[src/rtl/dual_b_coef_ctrl_if.sv]
// Coefficient handshake, configuration and dual-B register stage controls.
// master = coefficient source side, slave = dual_b_coef_ctrl.
interface dual_b_coef_ctrl_if;
    logic        coef_valid;
    logic [17:0] coef_data;
    logic        coef_ready;
    logic        swap_req;
    logic        cfg_cascade;
    logic        cfg_preview;
    logic [17:0] B;
    logic        B_INPUT;
    logic        CEB1;
    logic        CEB2;
    logic [1:0]  BREG;
    logic        IN_MODE;
    logic        staged;
    logic        commit_done;

    modport master (
        output coef_valid, coef_data, swap_req, cfg_cascade, cfg_preview,
        input  coef_ready, B, B_INPUT, CEB1, CEB2, BREG, IN_MODE, staged, commit_done
    );

    modport slave (
        input  coef_valid, coef_data, swap_req, cfg_cascade, cfg_preview,
        output coef_ready, B, B_INPUT, CEB1, CEB2, BREG, IN_MODE, staged, commit_done
    );
endinterface

[src/rtl/dual_b_coef_ctrl.sv]
// Coefficient double-buffer sequencer for a dual-B register stage (B1 staged, B2 committed).
// Latency: CEB1 one cycle after handshake; commit_done COMMIT_LAT cycles after the B2 update edge.
// Backpressure: coef_ready low from acceptance until one cycle after commit_done.
// Optional: DUAL_B_COEF_CTRL_COMMIT_CNT_EN adds o_commit_cnt.
module dual_b_coef_ctrl #(
    parameter int unsigned COMMIT_LAT  = 1,
    parameter int unsigned AUTO_PERIOD = 0
) (
    input  logic               i_clk,
    input  logic               i_rst,
    dual_b_coef_ctrl_if.slave  bus
`ifdef DUAL_B_COEF_CTRL_COMMIT_CNT_EN
    ,
    output logic [15:0]        o_commit_cnt
`endif
);

    typedef enum logic [2:0] {
        S_IDLE,
        S_LOAD,
        S_STAGED,
        S_COMMIT,
        S_WAIT
    } state_t;

    state_t      r_state;
    state_t      w_nxt_state;
    logic [17:0] r_b;
    logic        r_ceb1;
    logic        r_ceb2;
    logic        r_b_input;
    logic [1:0]  r_breg;
    logic        r_in_mode;
    logic        r_staged;
    logic        r_commit_done;
    logic        r_coef_ready;
    logic [3:0]  r_lat_cnt;

    logic        w_auto_tick;
    logic        w_load_b;
    logic        w_nxt_ceb1;
    logic        w_nxt_ceb2;
    logic        w_nxt_staged;
    logic        w_nxt_done;
    logic        w_nxt_ready;
    logic [3:0]  w_nxt_lat;

    generate
        if (AUTO_PERIOD != 0) begin : g_auto
            localparam int PW = $clog2(AUTO_PERIOD);
            logic [PW-1:0] r_period_cnt;

            always_ff @(posedge i_clk) begin
                if (!i_rst) begin
                    r_period_cnt <= '0;
                end else if (r_period_cnt == PW'(AUTO_PERIOD - 1)) begin
                    r_period_cnt <= '0;
                end else begin
                    r_period_cnt <= r_period_cnt + PW'(1);
                end
            end

            assign w_auto_tick = (r_period_cnt == PW'(AUTO_PERIOD - 1));
        end else begin : g_no_auto
            assign w_auto_tick = 1'b0;
        end
    endgenerate

    always_ff @(posedge i_clk) begin
        if (!i_rst) begin
            r_state <= S_IDLE;
        end else begin
            r_state <= w_nxt_state;
        end
    end

    always_comb begin
        w_nxt_state  = r_state;
        w_load_b     = 1'b0;
        w_nxt_ceb1   = 1'b0;
        w_nxt_ceb2   = 1'b0;
        w_nxt_staged = r_staged;
        w_nxt_done   = 1'b0;
        w_nxt_lat    = r_lat_cnt;
        case (r_state)
            S_IDLE: begin
                if (bus.coef_valid && r_coef_ready) begin
                    w_load_b    = 1'b1;
                    w_nxt_ceb1  = 1'b1;
                    w_nxt_state = S_LOAD;
                end
            end
            S_LOAD: begin
                w_nxt_staged = 1'b1;
                w_nxt_state  = S_STAGED;
            end
            S_STAGED: begin
                // A swap request coinciding with an auto tick is still one commit.
                if (bus.swap_req || w_auto_tick) begin
                    w_nxt_ceb2  = 1'b1;
                    w_nxt_state = S_COMMIT;
                end
            end
            S_COMMIT: begin
                w_nxt_staged = 1'b0;
                w_nxt_lat    = '0;
                w_nxt_state  = S_WAIT;
            end
            S_WAIT: begin
                if (r_lat_cnt == 4'(COMMIT_LAT - 1)) begin
                    w_nxt_done  = 1'b1;
                    w_nxt_state = S_IDLE;
                end else begin
                    w_nxt_lat = r_lat_cnt + 4'd1;
                end
            end
            default: w_nxt_state = S_IDLE;
        endcase
        // Ready stays low through the commit_done cycle.
        w_nxt_ready = (w_nxt_state == S_IDLE) && (r_state != S_WAIT);
    end

    always_ff @(posedge i_clk) begin
        if (!i_rst) begin
            r_b           <= '0;
            r_ceb1        <= 1'b0;
            r_ceb2        <= 1'b0;
            r_b_input     <= 1'b1;
            r_breg        <= 2'b11;
            r_in_mode     <= 1'b0;
            r_staged      <= 1'b0;
            r_commit_done <= 1'b0;
            r_coef_ready  <= 1'b1;
            r_lat_cnt     <= '0;
        end else begin
            if (w_load_b) begin
                r_b <= bus.coef_data;
            end
            if (r_state == S_IDLE) begin
                r_b_input <= ~bus.cfg_cascade;
            end
            r_ceb1        <= w_nxt_ceb1;
            r_ceb2        <= w_nxt_ceb2;
            r_breg        <= 2'b11;
            r_in_mode     <= bus.cfg_preview;
            r_staged      <= w_nxt_staged;
            r_commit_done <= w_nxt_done;
            r_coef_ready  <= w_nxt_ready;
            r_lat_cnt     <= w_nxt_lat;
        end
    end

`ifdef DUAL_B_COEF_CTRL_COMMIT_CNT_EN
    logic [15:0] r_commit_cnt;

    always_ff @(posedge i_clk) begin
        if (!i_rst) begin
            r_commit_cnt <= '0;
        end else if (w_nxt_done) begin
            r_commit_cnt <= r_commit_cnt + 16'd1;
        end
    end

    assign o_commit_cnt = r_commit_cnt;
`endif

    assign bus.B           = r_b;
    assign bus.B_INPUT     = r_b_input;
    assign bus.CEB1        = r_ceb1;
    assign bus.CEB2        = r_ceb2;
    assign bus.BREG        = r_breg;
    assign bus.IN_MODE     = r_in_mode;
    assign bus.staged      = r_staged;
    assign bus.commit_done = r_commit_done;
    assign bus.coef_ready  = r_coef_ready;

endmodule

[src/flat_wrapper.sv]
// flat-port wrapper written by rule: the top's interface ports become plain ports
module dual_b_coef_ctrl_flat 
#(
    parameter int unsigned COMMIT_LAT  = 1,
    parameter int unsigned AUTO_PERIOD = 0
)
  (i_clk, i_rst, bus_coef_valid, bus_coef_data, bus_swap_req, bus_cfg_cascade, bus_cfg_preview, bus_coef_ready, bus_B, bus_B_INPUT, bus_CEB1, bus_CEB2, bus_BREG, bus_IN_MODE, bus_staged, bus_commit_done);
  dual_b_coef_ctrl_if bus_i ();
  input  logic i_clk;
  input  logic i_rst;
  input wire logic [$bits(bus_i.coef_valid)-1:0] bus_coef_valid;
  input wire logic [$bits(bus_i.coef_data)-1:0] bus_coef_data;
  input wire logic [$bits(bus_i.swap_req)-1:0] bus_swap_req;
  input wire logic [$bits(bus_i.cfg_cascade)-1:0] bus_cfg_cascade;
  input wire logic [$bits(bus_i.cfg_preview)-1:0] bus_cfg_preview;
  output wire logic [$bits(bus_i.coef_ready)-1:0] bus_coef_ready;
  output wire logic [$bits(bus_i.B)-1:0] bus_B;
  output wire logic [$bits(bus_i.B_INPUT)-1:0] bus_B_INPUT;
  output wire logic [$bits(bus_i.CEB1)-1:0] bus_CEB1;
  output wire logic [$bits(bus_i.CEB2)-1:0] bus_CEB2;
  output wire logic [$bits(bus_i.BREG)-1:0] bus_BREG;
  output wire logic [$bits(bus_i.IN_MODE)-1:0] bus_IN_MODE;
  output wire logic [$bits(bus_i.staged)-1:0] bus_staged;
  output wire logic [$bits(bus_i.commit_done)-1:0] bus_commit_done;
  assign bus_i.coef_valid = bus_coef_valid;
  assign bus_i.coef_data = bus_coef_data;
  assign bus_i.swap_req = bus_swap_req;
  assign bus_i.cfg_cascade = bus_cfg_cascade;
  assign bus_i.cfg_preview = bus_cfg_preview;
  assign bus_coef_ready = bus_i.coef_ready;
  assign bus_B = bus_i.B;
  assign bus_B_INPUT = bus_i.B_INPUT;
  assign bus_CEB1 = bus_i.CEB1;
  assign bus_CEB2 = bus_i.CEB2;
  assign bus_BREG = bus_i.BREG;
  assign bus_IN_MODE = bus_i.IN_MODE;
  assign bus_staged = bus_i.staged;
  assign bus_commit_done = bus_i.commit_done;
  dual_b_coef_ctrl #(.COMMIT_LAT(COMMIT_LAT), .AUTO_PERIOD(AUTO_PERIOD)) u_core (.i_clk(i_clk), .i_rst(i_rst), .bus(bus_i));
endmodule
[config.mk]
export PLATFORM = sky130hd
export DESIGN_NAME = dual_b_coef_ctrl_flat
export DESIGN_NICKNAME = d
export VERILOG_FILES = /design/src/rtl/dual_b_coef_ctrl_if.sv /design/src/rtl/dual_b_coef_ctrl.sv /design/src/flat_wrapper.sv
export SDC_FILE = /design/constraint.sdc
export NUM_CORES = 1
export LEC_CHECK = 0
export ABC_AREA = 1
export CORE_AREA = 2 2 64 66
export DETAILED_ROUTE_END_ITERATION = 8
export DIE_AREA = 0 0 66 68
export MAX_ROUTING_LAYER = met4
export PLACE_DENSITY_LB_ADDON = 0.12
export SYNTH_ARGS = -nofsm -noshare
export SYNTH_HDL_FRONTEND = slang
export SYNTH_SLANG_ARGS = --single-unit
[constraint.sdc]
create_clock -name i_clk -period 1 [get_ports i_clk]
set_input_delay 0.2 -clock i_clk [delete_from_list [all_inputs] [get_ports i_clk]]
set_output_delay 0.2 -clock i_clk [all_outputs]
set_load 0.01 [all_outputs]
==> results.toml, run 1 <==
[run_status]
outcome = "finished, violations left"
failed_checks = "negative setup slack"

[worst_setup_path]
crit_fanout = 6
r2r_cells = 6
crit_type = "flip-flop to flip-flop"
crit_path_end_kind = "flip-flop"
cp-start-kind = "flip-flop"
reg2reg_from = "u_core.r_state[0]"
required_ns = 1.22
reg2reg_to = "u_core.bus.B[16]"
cp.arrival_ns = 1.35
regToRegSetupSlack_ns = -0.13

[timing]
drv_slew = 0
setup_ws_ns = -0.130
worst_hold_slack_ns = 0.454
clock-skew-final_ns = 0.00578
hold_viol_final = 0
rsz0062_at_grt = "yes"
finalSetupViolations = 26
fmax_mhz = 885
fin_crit_ns = 1.13
post-route-period-util = 1.13

[hold_path]
hp-class = "input pin to flip-flop"
min_to = "u_core.bus.IN_MODE"
hold_path_depth = 3
hp-start = "bus_cfg_preview"

[clock_tree]
htreeDepth = 2
cts_buffer_depth = 2
cts_hold_buf = 0
cts_buffers = 5
cts.sinks = 32
root_buffer = "clkbuf_8"
clkLatencyLatePin_ns = 0.28
cts.clk_slew.worst_paths_ns = 0.07
tritoncts = "done"

[drt]
drt_wl_total_um = 3540
drc_errors = 0
firstDrtPassIters = 4
vias = 1339
drt-wirelength-per-cell_um = 12.6
drtIter0Drc = 28
vias_per_cell = 4.77
antenna_left = 0

[logic_synthesis]
synth_cells = 154
ys_warn_count = 0
synth-seq-area-share = 0.488
synth_seq_cells = 32
synth_cell_types = 23
netlist_area_um2 = 1310
syn_avg_cell_area_um2 = 8.53

[floorplanning]
core-area_um2 = 3860
die_x_um = 66
fp.dieH_um = 68
die_area_um2 = 4490
io-pin-count = 51
initial_utilization = 0.341
num_rows = 23

[global_route]
antenna_found_initial = 0
first_global_vias = 1200
grt_overflow_total = 0
grt_pass1_wl_um = 5440
grt_max_degree = 19
grtUsageTotal = 0.169

[placed_design]
place_inst = 268
dp_hpwl_um = 2510
io_buffers = 48
gp_congestion = 0.762

[run]
maxCapViolations = 0

[final_layout]
final_core_util = 0.557
antenna_cells = 0
area_growth_pct = 63.6
fin_nets = 256
finalNonFillerCells = 281
drive_gt1_frac = 0.455

[power]
p_total_mw = 3.70
vdd_ir_drop_max_mv = 0.897
leakage_nw = 0.933
p_per_area_nw_per_um2 = 1720
where the power goes:
group          total (mW)  switching, mW  internal (mW)  leakage (nW)
clock network        1.21          0.468          0.739        0.0552
registers            1.48         0.0737           1.41         0.267
logic                1.01          0.495          0.520         0.611
repair_timing:
item	in CTS	in global routing
endpoints found under the setup margin	51	32
pin swaps	5	3
resized for setup	117	22
cloned	1	0
buffers inserted	4	0
worst max-delay path: stages, from the launching register on:
cell     delay [ns]
dfxtp_4        0.36
inv_4          0.06
nand2_4        0.05
nor2_4         0.16
buf_6          0.15
nand4_1        0.11
a21oi_2        0.16
worst max path at each step:
| stage | cells after the start | from | end | slack [ns] |
|---|---|---|---|---|
| finish | 6 | u_core.r_state[0] | u_core.bus.B[16] | -0.13 |
| global placement | 5 | bus_coef_valid | u_core.bus.B[6] | -0.26 |
| floorplan | 6 | u_core.r_lat_cnt[0] | u_core.r_lat_cnt[0] | -0.01 |
| CTS | 6 | u_core.r_state[0] | u_core.bus.B[16] | -0.13 |
| global route | 7 | u_core.r_state[0] | u_core.r_lat_cnt[0] | -0.20 |
| detailed placement | 4 | bus_coef_valid | u_core.bus.B[16] | -0.33 |
synth_stat cells (all sizes together):
| master | instances | area [um2] |
|---|---|---|
| buf | 11 | 87.6 |
| ha | 2 | 25.0 |
| a21oi | 27 | 146 |
| conb | 1 | 3.75 |
| dfxtp | 32 | 641 |
| nand3 | 10 | 50.1 |
| nand2 | 25 | 104 |
| xor2 | 1 | 8.76 |
| o21ai | 3 | 15.0 |
| inv | 10 | 37.5 |
| nand4 | 21 | 138 |
| nor3 | 1 | 5.00 |
| clkbuf | 1 | 3.75 |
| nor2 | 9 | 48.8 |
through the flow:
stage                     cell area (um2)  setup slack (ns)  TNS (ns)
final                                2150            -0.130     -1.70
after global routing                 2150            -0.202     -3.84
after CTS                            2080            -0.129     -1.84
after detailed placement             2010            -0.326     -7.54
after global placement               2010            -0.257     -7.10
after floorplan                      1330          -0.00954   -0.0124
per-layer routing:
metal  vias to the layer above  GRT usage  wire, um  part of all wire
met3                         7     0.0625       228             0.064
met2                        34      0.292      1830              0.52
li1                        679          -         -                 -
met4                         0     0.0893        57             0.016
met5                         -          -         0                 0
met1                       619      0.167      1410              0.40
cell families (layout without fill, tap and decap cells):
kind of cell	count (synthesis)	in the layout	synth area share
xor gates and xnor gates	1	1	0.00667
other	1	2	0.00285
AOI/OAI and AO/OA	30	30	0.123
adders and majority gates	2	2	0.0190
and+or+nand+nor	66	66	0.263
DFF	32	32	0.488
buffers and inverters	22	98	0.0981
sequential cells by signal, indices dropped and copies added (netlist names):
signal                  flops
u_core.bus.B               18
u_core.bus.B_INPUT          1
u_core.bus.CEB1             1
u_core.bus.CEB2             1
u_core.bus.IN_MODE          1
u_core.bus.coef_ready       1
u_core.bus.commit_done      1
u_core.bus.staged           1
u_core.r_lat_cnt            4
u_core.r_state              3
final cells by class:
type / count / area [um2]
inverters: 10 / 42.5
clock buffers: 6 / 72.6
flip-flops and latches: 32 / 659
multi-input cells: 101 / 624
fillers: 386 / 1710
repair buffers: 80 / 653
clock inverters: 2 / 35.0
well taps: 50 / 62.6
layout by cell type (no fill, tap or decap), types with 2 or more instances in the layout:
cell | synthesis | final
a21oi_1 | 26 | 19
a21oi_2 | 0 | 7
buf_12 | 0 | 2
buf_2 | 4 | 24
buf_4 | 3 | 23
buf_6 | 4 | 8
clkbuf_8 | 0 | 5
clkdlybuf4s50_1 | 0 | 23
conb_1 | 1 | 2
dfxtp_1 | 32 | 21
dfxtp_2 | 0 | 9
dfxtp_4 | 0 | 2
inv_1 | 5 | 3
inv_2 | 5 | 5
inv_4 | 0 | 2
nand2_1 | 23 | 22
nand2_4 | 1 | 3
nand3_1 | 10 | 5
nand3_2 | 0 | 5
nand4_1 | 20 | 20
nor2_1 | 7 | 5
nor2_2 | 0 | 2
nor2_4 | 2 | 2
o21ai_0 | 2 | 2
No activity file was read; power rests on OpenSTA's default activity.
==> inputs of run 2 (changes only) <==
--- a/config.mk
+++ b/config.mk
@@ -6,9 +6,9 @@
 export NUM_CORES = 1
 export LEC_CHECK = 0
 export ABC_AREA = 1
-export CORE_AREA = 2 2 64 66
+export CORE_AREA = 2 2 62 64
 export DETAILED_ROUTE_END_ITERATION = 8
-export DIE_AREA = 0 0 66 68
+export DIE_AREA = 0 0 64 66
 export MAX_ROUTING_LAYER = met4
 export PLACE_DENSITY_LB_ADDON = 0.12
 export SYNTH_ARGS = -nofsm -noshare
==> run 2 against run 1 <==
Effect of this change:
- the run still ends with negative setup slack left
- fmax decreased by 5.3%
- clock power decreased by 36%
- hold slack worse by 0.055 ns
- largest power group unchanged
- critical path depth up 1
- first-iteration DRC count rose to 2.5 times the previous value
- worst setup slack got worse by 0.063 ns
==> results.toml, run 2 (synthesis gave the netlist of run 1 again) <==
[timing]
fmax_mhz = 838
finalSetupViolations = 27
clock-skew-final_ns = 0.00472
drv_slew = 0
fin_crit_ns = 1.19
rsz0062_at_grt = "yes"
hold_viol_final = 0
post-route-period-util = 1.19
setup_ws_ns = -0.193

[worst_setup_path]
cp.arrival_ns = 1.42
crit_path_end_kind = "flip-flop"
crit_fanout = 5
reg2reg_from = "u_core.r_state[1]"
crit_type = "flip-flop to flip-flop"
regToRegSetupSlack_ns = -0.19
required_ns = 1.23
reg2reg_to = "u_core.r_lat_cnt[0]"
r2r_cells = 7
cp-start-kind = "flip-flop"
startpoint = "u_core.r_state[1]"

[drt]
vias_per_cell = 4.99
drt-wirelength-per-cell_um = 13.3
drc_errors = 0
drtIter0Drc = 70
firstDrtPassIters = 4
vias = 1401
antenna_left = 0
drt_wl_total_um = 3720

[clock_tree]
cts_buffers = 5
tritoncts = "done"
cts_buffer_depth = 2
cts.sinks = 32
root_buffer = "clkbuf_4"
cts.clk_slew.worst_paths_ns = 0.10
htreeDepth = 2
clkLatencyLatePin_ns = 0.33

[run]
maxCapViolations = 0

[hold_path]
hp-start = "bus_cfg_preview"
min_to = "u_core.bus.IN_MODE"
hold_path_depth = 3
hp-class = "input pin to flip-flop"

[floorplanning]
io-pin-count = 51
fp.dieH_um = 66
die_area_um2 = 4220
core-area_um2 = 3550
num_rows = 22
initial_utilization = 0.370
die_x_um = 64

[global_route]
first_global_vias = 1414
antenna_found_initial = 0
grt_overflow_total = 0
grtUsageTotal = 0.193
grt_pass1_wl_um = 6070
grt_max_degree = 19

[final_layout]
final_core_util = 0.635
final_cell_mix = "buf_4 (29), dfxtp_2 (25), buf_6 (24), clkdlybuf4s50_1 (23), nand2_1 (22)"
ff_latch_area_um2 = 676
fill_cells = 309
fin_nets = 258
finalNonFillerCells = 281
antenna_cells = 0
largest_reg_flops = 18
multi_input_area_um2 = 636
area_growth_pct = 71.5
drive_gt1_frac = 0.532
final_common_cell = "buf_4"

[placed_design]
place_inst = 266
gp_congestion = 0.761
io_buffers = 48
dp_hpwl_um = 2450

[run_status]
outcome = "finished, violations left"
failed_checks = "negative setup slack"

[power]
p_per_area_nw_per_um2 = 1510
vdd_ir_drop_max_mv = 1.04
leakage_nw = 0.950
==> run 2: per-stage QoR <==
| stage | setup TNS, ns | power (mW) | setup slack [ns] | hold slack [ns] | instance area [um2] |
|---|---|---|---|---|---|
| floorplan | -0.0124 | 2.01 | -0.00954 | 0.293 | 1330 |
| global placement | -7.22 | 2.48 | -0.259 | 0.448 | 2010 |
| detailed placement | -7.80 | 2.49 | -0.295 | 0.455 | 2010 |
| CTS | -1.67 | 3.34 | -0.105 | 0.387 | 2150 |
| global route | -5.69 | 3.62 | -0.243 | 0.386 | 2250 |
| finish | -2.89 | 3.41 | -0.193 | 0.398 | 2250 |
==> run 2: worst max-delay path by stage <==
| stage | slack (ns) | endpoint |
|---|---|---|
| 2_1_floorplan | -0.01 | u_core.r_lat_cnt[0] |
| 3_3_place_gp | -0.26 | u_core.bus.B[8] |
| 3_5_place_dp | -0.29 | u_core.bus.B[0] |
| 4_1_cts | -0.11 | u_core.bus.B[0] |
| 5_1_grt | -0.24 | u_core.bus.B[5] |
| 6_report | -0.19 | u_core.r_lat_cnt[0] |
==> run 2: cell type report <==
type | instances | area share
Timing Repair Buffer | 82 | 0.345
Clock inverter | 2 | 0.00444
Tap cell | 48 | 0.0267
Multi-Input combinational cell | 101 | 0.282
Sequential cell | 32 | 0.300
Inverter | 10 | 0.0189
Clock buffer | 6 | 0.0228
==> run 2: layer usage <==
layer / up-vias / part of all wire / routed length [um] / global-route usage
li1: 682 / - / - / -
met1: 661 / 0.41 / 1540 / 0.196
met2: 49 / 0.52 / 1930 / 0.332
met3: 9 / 0.050 / 186 / 0.0647
met4: 0 / 0.017 / 65 / 0.0951
met5: - / 0 / 0 / -
==> run 2: timing repair <==
item | CTS | global route
hold buffers | 0 | 0
setup buffers | 2 | 3
endpoints found under the setup margin | 52 | 53
gates cloned | 1 | 1
resized for setup | 154 | 18
pin swaps | 5 | 6
endpoints found under the hold margin | 0 | 0
==> run 2: critical path, cell delays in order (launching register included) <==
cell,delay (ns)
dfxtp_2,0.35
inv_2,0.07
nand2_4,0.06
buf_4,0.14
nor2_4,0.18
nand2_4,0.11
a21oi_2,0.14
nor2_1,0.05
==> run 2: where the power goes <==
part / switching (mW) / total (mW) / leakage (nW) / internal (mW)
Clock: 0.438 / 0.773 / 0.0380 / 0.334
Sequential: 0.0918 / 1.51 / 0.272 / 1.42
Combinational: 0.500 / 1.12 / 0.640 / 0.625
Total: 1.03 / 3.41 / 0.950 / 2.38
